==> src/rtl/block_lock_ctrl_pkg.sv <==
// ---------------------------------------------------------------------------
// block_lock_ctrl_pkg
// Shared 64b/66b definitions for the receive-side block-lock controller:
//   SYNC_DATA / SYNC_CTRL : the two legal sync-header encodings
//   state_t               : block-lock FSM states
//   is_sync_valid()       : 1 when a 2-bit sync header is a legal encoding
// ---------------------------------------------------------------------------
package block_lock_ctrl_pkg;

    localparam logic [1:0] SYNC_DATA = 2'b01;
    localparam logic [1:0] SYNC_CTRL = 2'b10;

    typedef enum logic [1:0] {
        INIT   = 2'd0,
        TEST   = 2'd1,
        SLIP_W = 2'd2
    } state_t;

    function automatic logic is_sync_valid(input logic [1:0] hdr);
        return (hdr == SYNC_DATA) || (hdr == SYNC_CTRL);
    endfunction

endpackage

==> src/rtl/block_lock_ctrl.sv <==
// ---------------------------------------------------------------------------
// block_lock_ctrl
// 64b/66b receive block-synchronisation controller. Tests the sync header of
// every received block in windows of SH_CNT_MAX headers, commands the rx
// gearbox to slip one bit when alignment is wrong, declares block lock and
// gates the descrambler valid strobe.
//
// Ports:
//   clk           in   clock
//   nreset        in   asynchronous active-low reset
//   signal_ok_i   in   PMA signal detect; low forces re-initialisation
//   hdr_v_i       in   sync header present on hdr_i this cycle
//   hdr_i         in   2-bit sync header
//   slip_o        out  one-cycle pulse: gearbox shifts alignment by one bit
//   block_lock_o  out  block lock achieved (registered)
//   valid_o       out  combinational valid for the rx descrambler
//   slip_cnt_o    out  saturating count of slips issued
// ---------------------------------------------------------------------------
module block_lock_ctrl
    import block_lock_ctrl_pkg::*;
#(
    parameter int SH_CNT_MAX = 64,
    parameter int SH_INV_MAX = 16,
    parameter int SLIP_WAIT  = 4,
    parameter int SLIP_CNT_W = 8
) (
    input  logic                  clk,
    input  logic                  nreset,
    input  logic                  signal_ok_i,
    input  logic                  hdr_v_i,
    input  logic [1:0]            hdr_i,
    output logic                  slip_o,
    output logic                  block_lock_o,
    output logic                  valid_o,
    output logic [SLIP_CNT_W-1:0] slip_cnt_o
);

    localparam int CNT_W  = $clog2(SH_CNT_MAX + 1);
    localparam int INV_W  = $clog2(SH_INV_MAX + 1);
    localparam int WAIT_W = $clog2(SLIP_WAIT + 1);

    localparam logic [CNT_W-1:0]  CNT_LAST  = CNT_W'(SH_CNT_MAX);
    localparam logic [INV_W-1:0]  INV_LAST  = INV_W'(SH_INV_MAX);
    localparam logic [WAIT_W-1:0] WAIT_LAST = WAIT_W'(SLIP_WAIT - 1);

    state_t                  state_q;
    logic [CNT_W-1:0]        sh_cnt_q;
    logic [INV_W-1:0]        inv_cnt_q;
    logic [WAIT_W-1:0]       wait_cnt_q;
    logic                    slip_q;
    logic                    block_lock_q;
    logic [SLIP_CNT_W-1:0]   slip_cnt_q;

    // Candidate counter values if the current header is accepted into the window.
    logic                    hdr_bad;
    logic [CNT_W-1:0]        sh_cnt_d;
    logic [INV_W-1:0]        inv_cnt_d;

    assign hdr_bad   = !is_sync_valid(hdr_i);
    assign sh_cnt_d  = sh_cnt_q + CNT_W'(1);
    assign inv_cnt_d = inv_cnt_q + INV_W'(hdr_bad);

    // NOTE: every register here is assigned with <= so all of them update
    // from the same pre-edge values, whatever order the statements appear in.
    always_ff @(posedge clk or negedge nreset) begin
        if (!nreset) begin
            state_q      <= INIT;
            sh_cnt_q     <= '0;
            inv_cnt_q    <= '0;
            wait_cnt_q   <= '0;
            slip_q       <= 1'b0;
            block_lock_q <= 1'b0;
            slip_cnt_q   <= '0;
        end else begin
            // slip_o is a pulse: low unless this edge issues a slip.
            slip_q <= 1'b0;
            if (!signal_ok_i) begin
                // Loss of signal restarts acquisition; the slip count survives.
                state_q      <= INIT;
                sh_cnt_q     <= '0;
                inv_cnt_q    <= '0;
                wait_cnt_q   <= '0;
                block_lock_q <= 1'b0;
            end else begin
                case (state_q)
                    INIT: begin
                        state_q      <= TEST;
                        sh_cnt_q     <= '0;
                        inv_cnt_q    <= '0;
                        wait_cnt_q   <= '0;
                        block_lock_q <= 1'b0;
                    end
                    TEST: begin
                        if (hdr_v_i) begin
                            if (hdr_bad && (!block_lock_q || inv_cnt_d == INV_LAST)) begin
                                state_q      <= SLIP_W;
                                block_lock_q <= 1'b0;
                                slip_q       <= 1'b1;
                                sh_cnt_q     <= '0;
                                inv_cnt_q    <= '0;
                                wait_cnt_q   <= '0;
                                if (slip_cnt_q != '1) begin
                                    slip_cnt_q <= slip_cnt_q + SLIP_CNT_W'(1);
                                end
                            end else if (sh_cnt_d == CNT_LAST) begin
                                // Window complete: only a fully clean window grants lock.
                                if (inv_cnt_d == '0) begin
                                    block_lock_q <= 1'b1;
                                end
                                sh_cnt_q  <= '0;
                                inv_cnt_q <= '0;
                            end else begin
                                sh_cnt_q  <= sh_cnt_d;
                                inv_cnt_q <= inv_cnt_d;
                            end
                        end
                    end
                    SLIP_W: begin
                        // Gearbox is realigning; headers seen now are meaningless.
                        if (wait_cnt_q == WAIT_LAST) begin
                            state_q    <= TEST;
                            wait_cnt_q <= '0;
                            sh_cnt_q   <= '0;
                            inv_cnt_q  <= '0;
                        end else begin
                            wait_cnt_q <= wait_cnt_q + WAIT_W'(1);
                        end
                    end
                    default: begin
                        state_q <= INIT;
                    end
                endcase
            end
        end
    end

    assign slip_o       = slip_q;
    assign block_lock_o = block_lock_q;
    assign slip_cnt_o   = slip_cnt_q;
    assign valid_o      = block_lock_q & hdr_v_i & (state_q == TEST);

endmodule

==> config.mk <==
export PLATFORM = sky130hd
export DESIGN_NAME = block_lock_ctrl
export DESIGN_NICKNAME = d
export VERILOG_FILES = /design/src/rtl/block_lock_ctrl_pkg.sv /design/src/rtl/block_lock_ctrl.sv
export SDC_FILE = /design/constraint.sdc
export NUM_CORES = 1
export LEC_CHECK = 0
export ABC_CLOCK_PERIOD_IN_PS = 3100
export BUFFER_PORTS_ARGS = -buffer_cell sky130_fd_sc_hd__buf_4
export CORE_MARGIN = 1
export CORE_UTILIZATION = 58
export CTS_CLUSTER_SIZE = 14
export DETAILED_ROUTE_END_ITERATION = 7
export GPL_TIMING_DRIVEN = 0
export MAX_ROUTING_LAYER = met4
export PLACE_DENSITY_LB_ADDON = 0.12
export REMOVE_ABC_BUFFERS = 1
export SLEW_MARGIN = 15
export SYNTH_ARGS = -nofsm -noshare
export SYNTH_HDL_FRONTEND = slang
export SYNTH_SLANG_ARGS = --single-unit
export TNS_END_PERCENT = 5
==> constraint.sdc <==
create_clock -name clk -period 3.1 [get_ports clk]
set_input_delay 0.93 -clock clk [delete_from_list [all_inputs] [get_ports clk]]
set_output_delay 0.93 -clock clk [all_outputs]
set_load 0.05 [all_outputs]
### After elaboration in Yosys (flattened, before gate mapping)

Cells that the tools add are included.

* register bits after elaboration: 27
* logic and storage cells: 72
* input bits: 6
* output and inout port bits: 11

* muxes and demuxes: 32
* add/subtract/negate cells: 4
* equal/unequal tests: 15
* reductions and logical operators: 12
* bitwise operators: 2

Operator list (count)
* $mux W7: 5
* $mux W5: 5
* $pmux W7 S3: 1
* $pmux W5 S3: 1
* $mux W3: 4
* $mux W1: 9
* $ne A3 B3 Y1 const B: 3
* $pmux W3 S3: 1
* $reduce_and A3 Y1: 3
* $add A8 B1 Y8 const B: 1
* $mux W2: 4
* $ne A4 B4 Y1 const B: 2
* $ne A8 B8 Y1 const B: 1
* $add A7 B1 Y7 const B: 1
* $eq A7 B7 Y1 const B: 1
* $pmux W2 S3: 1
* $add A5 B1 Y5: 1
* $eq A5 B5 Y1 const B: 1
* $logic_not A5 Y1: 1
* $reduce_and A5 Y1: 1
* $eq A2 B1 Y1 const B: 2
* $eq A2 B2 Y1 const B: 2
* $ne A4 B1 Y1 const B: 1
* $reduce_and A4 Y1: 1
* 9 further kinds: 12

### Depth between registers and ports, before layout

* word-level depth: 11
* depth in mapped cells: 9
* gate-level depth less buffers: 8

### Worst setup path before layout

Ideal clock, no wire load.

* path kind: input-to-reg
* from: in hdr_i[1]
* to: reg slip_cnt_q[6], in the netlist slip_cnt_o[6]
* cell stages on the path: 9
* buffers on the path: 1
* data required time: 2972 ps
* slack: 6 ps
* data arrival time: 2966 ps
* library setup time: 128 ps
* cells stage by stage: xnor2_1 > ha_1 > ha_1 > nor2_1 > o211ai_4 > o21a_1 > buf_2 > nor4_2 > mux2_1

* cells in the longest elaborated chain, start to end: 8
* elaborated cells between the ends (all ways): 9
* classes of those cells: add/sub: 1; eq/ne: 3; reduce/logical: 5

Ends and longest elaborated chain
* start: declaration: line block_lock_ctrl.sv:31 `input logic [1:0] hdr_i,`
* $eq A2 B1 Y1 or $eq A2 B2 Y1 (tied branches): line block_lock_ctrl_pkg.sv:20 `return (hdr == SYNC_DATA) || (hdr == SYNC_CTRL);`
* $logic_or A1 B1 Y1 (*): line block_lock_ctrl_pkg.sv:20
* $logic_not A1 Y1 (*): line block_lock_ctrl.sv:59 `assign hdr_bad = !is_sync_valid(hdr_i);`
* $add A5 B1 Y5: line block_lock_ctrl.sv:61 `assign inv_cnt_d = inv_cnt_q + INV_W'(hdr_bad);`
* $eq A5 B5 Y1: line block_lock_ctrl.sv:95 `if (hdr_bad && (!block_lock_q || inv_cnt_d == INV_LAST)) begin`
* $logic_or A1 B1 Y1: line block_lock_ctrl.sv:95
* $logic_and A1 B1 Y1 (*): line block_lock_ctrl.sv:95
* $reduce_and A5 Y1 (no line) (*)
* end signal: assignment: line block_lock_ctrl.sv:103 `slip_cnt_q <= slip_cnt_q + SLIP_CNT_W'(1);`
* end: declaration: line block_lock_ctrl.sv:52 `logic [SLIP_CNT_W-1:0] slip_cnt_q;`

Every way passes the cells marked *; elsewhere a longest branch is shown, timed or not.
A chain may end at the register's enable or synchronous reset.

### Worst setup path after layout

Ends and elaborated chain as after synthesis.

==> qor.yml <==
status:
  outcome: "completed"
synth:
  synth_compound_area_share_pct: 19.5
  yosys_warnings: 0
  synth_top_family_by_area: "simple AND/OR/NAND/NOR gates"
  synth-edff-count: 0
  ys_seq_area_share_pct: 40.7
  synthSimpleGateAreaFrac_pct: 25.3
  netlist_top_cells_area: "dfrtp_1, nand2_1, ha_1"
  synthesis.instances: 168
  synthArstFlopShare_pct: 100
  ys_types: 51
  syn_area_per_cell_um2: 9.89
  synthMuxAreaShare_pct: 2.56
  synth_flop_cell: "dfrtp_1"
  synth_fa_ha_area_share_pct: 3.77
  synth-seq-cells: 27
  synthesis.area_um2: 1660
  synth_top_cell_area_share_pct: 40.7
  synth_xor_area_share_pct: 5.27
  yosys.area.top_type: "dfrtp_1"
critical_path:
  crit_arrival_ns: 3.18
  required_ns: 3.33
  slowest_delay_ns: 0.34
  path_cells: "buf_4 -> xnor2_2 -> ha_2 -> ha_1 -> nand3_1 -> xor2_1 -> o21a_2 -> nor4_2 -> mux2_1"
  ff2ff_setup_slack_ns: 0.79
  crit_path_max_fanout: 10
  slowest_stage: "mux2_1"
  start_kind: "primary input"
  endpoint_kind: "flop"
  path_class: "in2reg"
placement:
  place_congestion: 0.792
  dp.final_hpwl_mm: 2.46
  io_buffers: 16
timing:
  worst_pin_slew_ns: 0.673
  fin_skew_ns: 0.00641
  finalMaxSlewViolations: 0
  hold_violations: 0
  holdWs_ns: 0.482
  period_share_pct: 95.1
  setup_violations: 0
  fmax_ghz: 0.339
  maxSlewHeadroom_pct: 55.2
  min_period_ns: 2.95
floorplanning:
  io_pins: 17
  start_util_pct: 60.8
  fp.dieH_um: 55.5
  num_rows: 19
  die_x_um: 55.5
  coreArea_um2: 2730
  die-area_um2: 3080
cts:
  htreeDepth: 1
  clkTransAtPathRegs_ns: 0.15
  cts_tree: "yes"
  root_buffer: "clkbuf_4"
  cts_made_buffers: 3
  cts_hold_buf: 0
  cts_buffer_depth: 2
  clock-sinks: 27
  clock_latency_ns: 0.33
routing:
  drc_errors: 0
  drt_iter0_drc: 97
  drt-total-wl_mm: 3.37
  avgRoutedWirePerCell_um: 15.7
  vias: 1353
  first_pass_iters: 4
  viasPerCell: 6.29
  antenna_left: 0
power:
  finalPower_w: 0.000853
  cellPowerDensity_nw_per_um2: 464
  p_leak_nw: 0.827
  irDropWorstVdd_mv: 0.792
final_layout:
  syn2layout_area_growth_pct: 10.7
  nNetsFinal: 196
  layout-drive-gt1-share_pct: 21.7
  diodes: 0
global_route:
  grtUsageTotal_pct: 24.7
  grt_pass1_wl_mm: 5.93
  grt_max_degree: 28
  overflow: 0
  first_global_vias: 1350
  grt_antenna_before_repair: 0
worst_hold_path:
  hold_path.class: "in2async"
flow_run:
  max-cap-violations: 0
==> per-stage QoR <==
stage                     setup slack, ns  cell area [µm²]  util [%]  cells  setup TNS [ns]
after floorplan                    0.0365             1620         -    163               0
after global placement             -0.497             1780      65.2    210           -7.53
after detailed placement           -0.522             1780      65.2    210           -9.04
after CTS                          0.0539             1820      66.6    214               0
after global routing             -0.00663             1840      67.3    215        -0.00663
final                               0.152             1840      67.3    215               0
==> placed cells by master (no fill, tap or decap), types with 3 or more instances in the layout <==
cell,n
dfrtp_1,27
nand2_1,20
buf_4,17
nor2_1,12
o21ai_0,10
nor3_1,7
nand3_1,6
xor2_1,6
nor2b_1,4
and3_1,4
ha_1,4
xnor2_1,3
inv_1,3
o31ai_1,3
nand2b_1,3
or3_1,3
a22o_1,3
clkbuf_4,3
==> power breakdown <==
group          internal (W)  switching, W  total, W
clock network     0.0000505      0.000106  0.000156
logic             0.0000920      0.000177  0.000269
registers          0.000385     0.0000430  0.000428
total              0.000527      0.000325  0.000853
==> area by class of cell <==
class / instances / area (µm²)
flip-flops and latches: 27 / 676
inverters: 3 / 11.3
clock buffers: 4 / 26.3
well taps: 31 / 38.8
repair buffers: 17 / 128
multi-input cells: 133 / 960
fillers: 218 / 895
==> cell families after synthesis <==
logic type               count (synthesis)
AND/OR/NAND/NOR                         77
AO/OA/AOI/OAI                           37
flip-flops                              27
XOR/XNOR                                10
buffers and inverters                    8
adder cells (fa/ha/maj)                  5
multiplexers                             4
==> path summary, 6_finish.rpt <==
path,from,to,depth (start not counted)
worst min-delay path,nreset,inv_cnt_q[1],1
worst min register to register,wait_cnt_q[2],wait_cnt_q[2],1
worst max register to register,inv_cnt_q[0],slip_cnt_o[6],7
min in group clk,wait_cnt_q[2],wait_cnt_q[2],1
max in group asynchronous,nreset,wait_cnt_q[1],1
worst max-delay path,hdr_i[1],slip_cnt_o[6],9
==> what timing repair did <==
item                                    in CTS  in global routing
endpoints found under the setup margin      14                  9
buffers inserted                             0                  1
gates resized for setup                      3                  2
pin swaps                                    0                  1
==> Yosys cell counts, types with 4 or more instances <==
master,count
and3_1,4
dfrtp_1,27
ha_1,5
nand2_1,20
nand3_1,6
nor2_1,12
nor2b_1,4
nor3_1,7
o21ai_0,11
or3_1,4
xnor2_1,4
xor2_1,6
==> flip-flops by register name, summed over array words and instances (netlist names) <==
signal,flops
block_lock_o,1
inv_cnt_q,5
sh_cnt_q,7
slip_cnt_o,8
slip_o,1
state_q,2
wait_cnt_q,3
==> routing by layer <==
layer	vias up	part of all wire, %	global-route usage (%)
li1	649	-	-
met1	677	47	30.6
met2	25	50	42.9
met3	2	2.7	3.04
met4	0	0.62	6.79
met5	-	0	-
==> critical path: cells and delay by family <==
family,cells,cell delay (ns)
compound gates,1,0.29
mux,1,0.34
simple gates,2,0.48
xor+xnor,2,0.49
buf+inv,1,0.12
fa+ha+maj,2,0.52
(Power assumes the default switching activity.)
